**config.mk**
```make
export PLATFORM = sky130hd
export DESIGN_NAME = fir_serial_ctrl
export DESIGN_NICKNAME = d
export VERILOG_FILES = /design/src/rtl/fir_pkg.sv /design/src/rtl/fir_mac.sv /design/src/rtl/fir_serial_ctrl.sv
export SDC_FILE = /design/constraint.sdc
export NUM_CORES = 2
export LEC_CHECK = 0
export CAP_MARGIN = 20
export CORE_UTILIZATION = 53
export DETAILED_ROUTE_END_ITERATION = 16
export PLACE_DENSITY = 0.69
export SKIP_CTS_REPAIR_TIMING = 1
export SYNTH_ARGS = -nofsm -noshare
export SYNTH_HDL_FRONTEND = slang
export SYNTH_HIERARCHICAL = 1
export SYNTH_SLANG_ARGS = --single-unit
```
**constraint.sdc**
```tcl
create_clock -name clk_i -period 13.1 [get_ports clk_i]
set_input_delay 2.62 -clock clk_i [delete_from_list [all_inputs] [get_ports clk_i]]
set_output_delay 2.62 -clock clk_i [all_outputs]
set_load 0.05 [all_outputs]
```
**src/rtl/fir_pkg.sv**
```systemverilog
// Shared types and arithmetic helpers for the serial FIR sequencer.
package fir_pkg;

    typedef enum logic [1:0] {StIdle, StMac, StDrain, StOut} fir_state_e;

    function automatic int unsigned acc_width(int unsigned dw, int unsigned cw,
                                              int unsigned taps);
        return dw + cw + $clog2(taps);
    endfunction

    // Arithmetic right shift (floor), then clamp to a dw-bit signed range.
    function automatic logic signed [63:0] sat_trunc(logic signed [63:0] acc,
                                                     int unsigned shift, int unsigned dw);
        logic signed [63:0] s;
        logic signed [63:0] hi;
        logic signed [63:0] lo;
        s  = acc >>> shift;
        hi = (64'sd1 <<< (dw - 1)) - 64'sd1;
        lo = -(64'sd1 <<< (dw - 1));
        if (s > hi) return hi;
        if (s < lo) return lo;
        return s;
    endfunction

endpackage

```
**src/rtl/fir_mac.sv**
```systemverilog
// Registered multiply followed by a clearable accumulator (2-stage pipeline).
module fir_mac #(
    parameter int unsigned AW    = 16,
    parameter int unsigned BW    = 18,
    parameter int unsigned ACC_W = 39
) (
    input  logic                    clk_i,
    input  logic                    rstn_i,
    input  logic                    clr_i,
    input  logic                    en_i,
    input  logic signed [AW-1:0]    a_i,
    input  logic signed [BW-1:0]    b_i,
    output logic signed [ACC_W-1:0] acc_o
);

    localparam int unsigned PW = AW + BW;

    logic signed [PW-1:0]    prod_q;
    logic                    prod_vld_q;
    logic signed [ACC_W-1:0] acc_q;

    always_ff @(posedge clk_i or negedge rstn_i) begin
        if (!rstn_i) begin
            prod_q     <= '0;
            prod_vld_q <= 1'b0;
            acc_q      <= '0;
        end else begin
            prod_vld_q <= en_i;
            if (en_i) prod_q <= a_i * b_i;
            if (clr_i) begin
                acc_q <= '0;
            end else if (prod_vld_q) begin
                acc_q <= acc_q + {{(ACC_W - PW){prod_q[PW-1]}}, prod_q};
            end
        end
    end

    assign acc_o = acc_q;

endmodule

```
**src/rtl/fir_serial_ctrl.sv**
```systemverilog
// Single-MAC FIR sequencer: circular delay line, loadable coefficient RAM, stream handshakes.
module fir_serial_ctrl
    import fir_pkg::*;
#(
    parameter int unsigned DATA_WIDTH = 16,
    parameter int unsigned COEF_WIDTH = 18,
    parameter int unsigned TAP_NUM    = 28
) (
    input  logic                           clk_i,
    input  logic                           rstn_i,
    input  logic                           s_tvalid_i,
    output logic                           s_tready_o,
    input  logic signed [DATA_WIDTH-1:0]   s_tdata_i,
    input  logic                           coef_we_i,
    input  logic [$clog2(TAP_NUM)-1:0]     coef_addr_i,
    input  logic signed [COEF_WIDTH-1:0]   coef_data_i,
    output logic                           coef_ready_o,
    output logic                           m_tvalid_o,
    input  logic                           m_tready_i,
    output logic signed [DATA_WIDTH-1:0]   m_tdata_o,
    output logic                           busy_o
);

    localparam int unsigned AddrW = $clog2(TAP_NUM);
    localparam int unsigned FillW = $clog2(TAP_NUM + 1);
    localparam int unsigned AccW  = acc_width(DATA_WIDTH, COEF_WIDTH, TAP_NUM);
    localparam logic [AddrW-1:0] LastTap = AddrW'(TAP_NUM - 1);
    localparam logic [FillW-1:0] FillMax = FillW'(TAP_NUM);

    fir_state_e               state_q, state_d;
    logic [AddrW-1:0]         wr_ptr_q, wr_ptr_d, rd_ptr_q, rd_ptr_d, tap_q, tap_d;
    logic [FillW-1:0]         fill_q, fill_d;
    logic                     drain_q, drain_d;
    logic                     rdy_q;
    logic                     rd_vld_q;
    logic signed [DATA_WIDTH-1:0] samp_rd_q;
    logic signed [COEF_WIDTH-1:0] coef_rd_q;
    logic signed [DATA_WIDTH-1:0] dline [TAP_NUM];
    logic signed [COEF_WIDTH-1:0] coef_mem [TAP_NUM];
    logic                     accept, coef_wr, acc_clr;
    logic signed [AccW-1:0]   acc;

    // rdy_q keeps s_tready_o low until the first edge after reset release.
    assign s_tready_o   = (state_q == StIdle) && rdy_q;
    assign coef_ready_o = (state_q == StIdle);
    assign busy_o       = (state_q != StIdle);
    assign m_tvalid_o   = (state_q == StOut);
    assign accept       = s_tvalid_i && s_tready_o;
    assign coef_wr      = coef_we_i && coef_ready_o && (32'(coef_addr_i) < TAP_NUM);

    always_comb begin
        state_d  = state_q;
        wr_ptr_d = wr_ptr_q;
        rd_ptr_d = rd_ptr_q;
        tap_d    = tap_q;
        fill_d   = fill_q;
        drain_d  = drain_q;
        acc_clr  = 1'b0;
        unique case (state_q)
            StIdle: begin
                if (accept) begin
                    rd_ptr_d = wr_ptr_q;
                    tap_d    = '0;
                    acc_clr  = 1'b1;
                    if (fill_q != FillMax) fill_d = fill_q + 1'b1;
                    state_d  = StMac;
                end
            end
            StMac: begin
                tap_d    = tap_q + 1'b1;
                rd_ptr_d = (rd_ptr_q == '0) ? LastTap : rd_ptr_q - 1'b1;
                if (tap_q == LastTap) begin
                    drain_d = 1'b0;
                    state_d = StDrain;
                end
            end
            StDrain: begin
                drain_d = 1'b1;
                if (drain_q) begin
                    wr_ptr_d = (wr_ptr_q == LastTap) ? '0 : wr_ptr_q + 1'b1;
                    state_d  = StOut;
                end
            end
            StOut: begin
                if (m_tready_i) state_d = StIdle;
            end
            default: state_d = StIdle;
        endcase
    end

    always_ff @(posedge clk_i or negedge rstn_i) begin
        if (!rstn_i) begin
            state_q   <= StIdle;
            wr_ptr_q  <= '0;
            rd_ptr_q  <= '0;
            tap_q     <= '0;
            fill_q    <= '0;
            drain_q   <= 1'b0;
            rdy_q     <= 1'b0;
            rd_vld_q  <= 1'b0;
            samp_rd_q <= '0;
            coef_rd_q <= '0;
        end else begin
            state_q  <= state_d;
            wr_ptr_q <= wr_ptr_d;
            rd_ptr_q <= rd_ptr_d;
            tap_q    <= tap_d;
            fill_q   <= fill_d;
            drain_q  <= drain_d;
            rdy_q    <= 1'b1;
            rd_vld_q <= (state_q == StMac);
            if (state_q == StMac) begin
                // Slots never written since reset contribute zero.
                samp_rd_q <= (FillW'(tap_q) < fill_q) ? dline[rd_ptr_q] : '0;
                coef_rd_q <= coef_mem[tap_q];
            end
        end
    end

    always_ff @(posedge clk_i) begin
        if (accept) dline[wr_ptr_q] <= s_tdata_i;
        if (coef_wr) coef_mem[coef_addr_i] <= coef_data_i;
    end

    fir_mac #(
        .AW    (DATA_WIDTH),
        .BW    (COEF_WIDTH),
        .ACC_W (AccW)
    ) u_mac (
        .clk_i  (clk_i),
        .rstn_i (rstn_i),
        .clr_i  (acc_clr),
        .en_i   (rd_vld_q),
        .a_i    (samp_rd_q),
        .b_i    (coef_rd_q),
        .acc_o  (acc)
    );

    assign m_tdata_o = (state_q == StOut)
        ? DATA_WIDTH'(sat_trunc({{(64 - AccW){acc[AccW-1]}}, acc}, COEF_WIDTH - 1, DATA_WIDTH))
        : '0;

endmodule

```
Word-level counts from Yosys, hierarchy flattened
Memories as Yosys holds them, arrays and structs flattened. A register that Yosys moved wholly into a read port is not among the register bits.
Cells that the tools add are included.
{"block": "op_classes", "addsub": 5, "multipliers": 1, "magnitude_cmp": 4, "eq_ne": 10, "n_mux": 29, "reduce_logical": 16}
{"op": "$mux 16", "count": 6}
{"op": "$mux 39", "count": 2}
{"op": "$add 39x39->39", "count": 1}
{"op": "$mul 16x18->34", "count": 1}
{"op": "$gt 22x16->1 const B", "count": 1}
{"op": "$lt 22x16->1 const B", "count": 1}
{"op": "$mux 5", "count": 4}
{"op": "$pmux 5 s2", "count": 2}
{"op": "$add 5x1->5 const B", "count": 3}
{"op": "$eq 5x5->1 const B", "count": 2}
{"op": "$mux 1", "count": 9}
{"op": "$mux 2", "count": 4}
{"op": "$pmux 2 s4", "count": 1}
{"op": "$reduce_bool 2->1", "count": 4}
{"op": "$reduce_and 2->1", "count": 3}
{"op": "$logic_not 5->1", "count": 1}
{"op": "$lt 5x5->1", "count": 1}
{"op": "$lt 5x5->1 const B", "count": 1}
{"op": "$ne 5x5->1 const B", "count": 1}
{"op": "$sub 5x1->5 const B", "count": 1}
{"op": "$eq 2x2->1 const B", "count": 2}
{"op": "$logic_and 1x1->1", "count": 4}
{"op": "$ne 2x1->1 const B", "count": 2}
{"op": "$ne 2x2->1 const B", "count": 2}
{"op": "6 further kinds", "count": 6}
{"block": "totals", "regBits": 115, "mem_bits_rw": 952, "input_bits": 44, "output_inout_bits": 20, "mem_count": 2}
{"memory": "coef_mem", "depth": 28, "word_bits": 18, "read_ports": 1, "rd_clocked_by_memory_dff": 1, "wr": 1, "line": "fir_serial_ctrl.sv:39", "text": "logic signed [COEF_WIDTH-1:0] coef_mem [TAP_NUM];"}
{"memory": "dline", "depth": 28, "word_bits": 16, "read_ports": 1, "rd_clocked_by_memory_dff": 0, "wr": 1, "line": "fir_serial_ctrl.sv:38", "text": "logic signed [DATA_WIDTH-1:0] dline [TAP_NUM];"}

Depth between registers and ports, before layout
{"block": "logic_depth", "ltp_word": 6, "ltp_mapped": 24, "depth_no_buf": 23}

Cells and area by module
The synthesis kept the hierarchy.
{"module": "fir_serial_ctrl", "n_inst": 1, "cells_each": 1998, "area_per_inst_um2": 39559.2}
{"module": "fir_mac", "n_inst": 1, "cells_each": 1734, "area_per_inst_um2": 15793.9}

Worst setup path after synthesis
Ideal clock, no wire load.
{"block": "synth_path", "path_kind": "register -> register", "from": "register samp_rd_q[15]", "to": "register u_mac.prod_q[31]", "setup_ns": 0.125, "arrival_ns": 6.088, "path_slack_ns": 6.888, "stages_incl_launch_ff": 21, "n_path_buf": 1, "period_less_slack_ns": 6.212, "path_cell_list": "dfrtp_1 -> inv_1 -> buf_1 -> nor2_1 -> fa_1 -> fa_1 -> fa_1 -> fa_1 -> fa_1 -> inv_1 -> fa_1 -> inv_1 -> ha_1 -> and3_1 -> a22o_1 -> a31oi_1 -> o21ai_1 -> o41a_1 -> a21oi_1 -> xnor2_1 -> mux2_2"}
{"block": "synth_between", "elab_chain_len": 1}
{"element": "start, declared", "line": "fir_serial_ctrl.sv:36", "text": "logic signed [DATA_WIDTH-1:0] samp_rd_q;"}
{"element": "start signal, assigned", "line": "fir_serial_ctrl.sv:114", "text": "samp_rd_q <= (FillW'(tap_q) < fill_q) ? dline[rd_ptr_q] : '0;"}
{"element": "$mul 16x18->34", "line": "fir_mac.sv:29", "text": "if (en_i) prod_q <= a_i * b_i;"}
{"element": "end signal, assigned", "line": "fir_mac.sv:29"}
{"element": "end, declared", "line": "fir_mac.sv:18", "text": "logic signed [PW-1:0] prod_q;"}
No other way between the ends.
A chain may end at the register's enable or synchronous reset.

Worst setup path in the final report
{"block": "layout_path", "from": "register samp_rd_q[5]", "to": "register u_mac.prod_q[31]"}
The elaborated chain is that of the path after synthesis.

==> impl_metrics.py <==
metrics = {
    "detailed_routing": {
        "ant_nets": 0,
        "wirelength_um": 125000,
        "via_per_inst": 5.86,
        "num_vias": 31068,
        "drt_pre_antenna_iters": 7,
        "drc": 0,
        "dr.first_iter.drc_count": 2819,
        "wire_per_inst_um": 23.6,
    },
    "place": {
        "port_buffers": 63,
        "postPlaceCellArea_sq_um": 57700,
        "gp_congestion": 0.873,
        "dp_hpwl_um": 81700,
    },
    "floorplanning": {
        "fp.dieW_um": 325,
        "die_h_um": 325,
        "ios": 64,
        "fp-row-count": 118,
        "die_area_sq_um": 106000,
        "start_util_pct": 53.5,
        "core_area_sq_um": 103000,
    },
    "global_routing": {
        "overflow": 0,
        "grt_usage_pct": 23.9,
        "antenna_found_initial": 2,
        "grt_pass1_wl_um": 192000,
        "grt_pass1_vias": 31966,
        "grt_max_degree": 104,
    },
    "hold_path": {
        "holdCritPathClass": "reg -> reg",
    },
    "setup_path": {
        "setup.worst_path.start_class": "flip-flop",
        "worstPathMaxFanout": 19,
        "r2r_slack_ns": 6.32,
        "cp-end-kind": "flip-flop",
        "r2r-start": "samp_rd_q[5]",
        "slowest_delay_ns": 0.91,
        "r2r_cells": 19,
        "crit_start": "samp_rd_q[5]",
        "crit_type": "reg -> reg",
        "cp_slowest_cell": "fa_1",
        "path_common_cell": "fa_1",
        "crit_end": "u_mac/prod_q[31]",
        "arrival_ns": 7.32,
        "crit_chain": "nand2_1 -> fa_1 -> inv_1 -> fa_1 -> fa_1 -> fa_1 -> fa_1 -> inv_1 -> fa_1 -> inv_1 -> ha_1 -> a21o_1 -> nor3_1 -> o21a_1 -> nor3_1 -> o41a_1 -> a21oi_1 -> xnor2_1 -> mux2_2",
        "r2r-end": "u_mac/prod_q[31]",
        "worstPathRequired_ns": 13.65,
    },
    "layout": {
        "diodes": 0,
        "syn_to_final_growth_pct": 10.8,
        "fin_nets": 4317,
        "fillers": 7764,
        "multi_input_area_sq_um": 21300,
        "drive_gt1_share_pct": 14.1,
        "finalCoreUtilization_pct": 59.3,
        "finalInstanceArea_sq_um": 61400,
        "ff_latch_area_sq_um": 31900,
    },
    "timing": {
        "worstMarginPinSlew_ns": 1.07,
        "slew_violations": 0,
        "period_needed_ns": 6.78,
        "hold_viol": 0,
        "fmax_mhz": 148,
        "period_share_pct": 51.7,
        "holdWs_ns": 0.503,
        "rsz0062_at_grt": "no",
        "relSlewSlack_pct": 28.7,
        "clock_skew_ns": 0.0503,
        "setup_viol": 0,
        "finalSetupTns_ns": 0,
    },
    "synthesis": {
        "netlist_area_sq_um": 55400,
        "synth_edf_count": 952,
        "ys.flop_type": "edfxtp_1",
        "yosys_register_bits": 1085,
        "syn-num-nets": 4208,
        "ys_async_sr_fraction_pct": 12.3,
        "ys_types": 88,
        "yosysSeqAreaShare_pct": 57.7,
        "syn_area_per_cell_sq_um": 14.8,
        "netlist_instances": 3732,
        "ys_warn_count": 6,
    },
    "clock_network": {
        "cts_tree": "yes",
        "clockRootBuffer": "clkbuf_16",
        "htree_levels": 3,
        "cts_buffers": 110,
        "clkTransAtPathRegs_ns": 0.06,
        "cts.sinks": 1085,
        "cts_max_path_buffers": 3,
        "insertion_delay_ns": 0.71,
    },
    "run_status": {
        "outcome": "finished clean",
    },
    "run": {
        "drv_cap": 0,
    },
}
## worst min path at each step
stage | from | slack (ns) | endpoint | depth (start not counted)
after detailed placement | u_mac/acc_o[14] | 0.49 | u_mac/acc_o[14] | 2
final | fill_q[4] | 0.50 | fill_q[4] | 1
after CTS | fill_q[4] | 0.51 | fill_q[4] | 1
after floorplan | rd_vld_q | 0.41 | u_mac/prod_vld_q | 0
after global routing | u_mac/prod_q[26] | 0.53 | u_mac/prod_q[26] | 1
after global placement | u_mac/acc_o[14] | 0.48 | u_mac/acc_o[14] | 2
## state kept, by name, summed over array words and instances, names as in the netlist
register and cells:
coef_mem 504, dline 448, wr_ptr_q 5, drain_q 1
fill_q 5, u_mac/acc_o 39, tap_q 5, u_mac/prod_q 34
coef_rd_q 18, rd_ptr_q 5, rd_vld_q 1, samp_rd_q 16
rdy_q 1, u_mac/prod_vld_q 1, state_q 2
## routing by layer
| layer | vias up | GRT usage, % | wire (um) |
|---|---|---|---|
| met5 | - | 0 | 0 |
| met4 | 0 | 5.46 | 2430 |
| met3 | 148 | 4.13 | 9790 |
| met2 | 1125 | 38.5 | 59700 |
| met1 | 16002 | 34.2 | 53400 |
| li1 | 13793 | - | - |
## synthesized netlist by cell type (44+ instances only)
cell | n | area, sq um
clkbuf_1 | 93 | 349
dfrtp_1 | 133 | 3330
mux2_2 | 70 | 788
edfxtp_1 | 952 | 28600
inv_1 | 370 | 1390
mux2i_1 | 65 | 651
ha_1 | 141 | 1760
nand2_1 | 298 | 1120
and2_1 | 143 | 895
a21oi_1 | 100 | 500
o21ai_0 | 44 | 220
xnor2_1 | 47 | 412
fa_1 | 291 | 5830
nor2_1 | 211 | 792
mux4_2 | 196 | 4410
## cell families (layout without fill, tap and decap cells)
group / count (synthesis) / after routing / share of synthesized area (%)
compound gates: 446 / 446 / 5.52
xor+xnor: 65 / 65 / 1.03
flops: 1085 / 1085 / 57.7
fa+ha+maj: 432 / 432 / 13.7
buf+inv: 535 / 726 / 3.98
simple gates: 824 / 824 / 6.95
mux: 344 / 344 / 11.1
other cells: 1 / 1 / 0.00677
## per-stage QoR
stage	cells	worst slack, ns
floorplan	3732	6.89
global placement	5092	6.49
detailed placement	5096	6.32
CTS	5290	6.31
global route	5303	5.89
finish	5303	6.32
## critical path, delay by kind of cell, from the launching register on
kind            cells  cell delay [ns]
compound gates      4             0.93
xor+xnor            1             0.08
fa+ha+maj           7             3.98
buf+inv             3             0.18
flops               1             0.77
mux                 1             0.26
simple gates        3             0.45
## cell type report
class                      instances  share of cell area, %
clock buffer                     140                   4.70
inverter                         373                   2.28
multi-input combinational       2112                   34.7
clock inverter                    54                  0.865
sequential                      1085                   52.0
timing repair buffer             159                   2.60
tap                             1380                   2.81
## placed cells by master (no fill, tap or decap), types with 42 or more instances in the layout
| master | count |
|---|---|
| edfxtp_1 | 952 |
| inv_1 | 370 |
| nand2_1 | 298 |
| fa_1 | 291 |
| mux4_2 | 196 |
| nor2_1 | 193 |
| and2_1 | 143 |
| ha_1 | 141 |
| dfrtp_1 | 128 |
| clkbuf_16 | 115 |
| a21oi_1 | 100 |
| buf_4 | 78 |
| mux2_2 | 70 |
| mux2i_1 | 65 |
| clkdlybuf4s50_1 | 62 |
| xnor2_1 | 47 |
| o21ai_0 | 44 |
| a21o_1 | 42 |
Power is left out: the tool's default activity adds up to more than one toggle a clock period on the data nets, which glitch-free logic cannot reach.
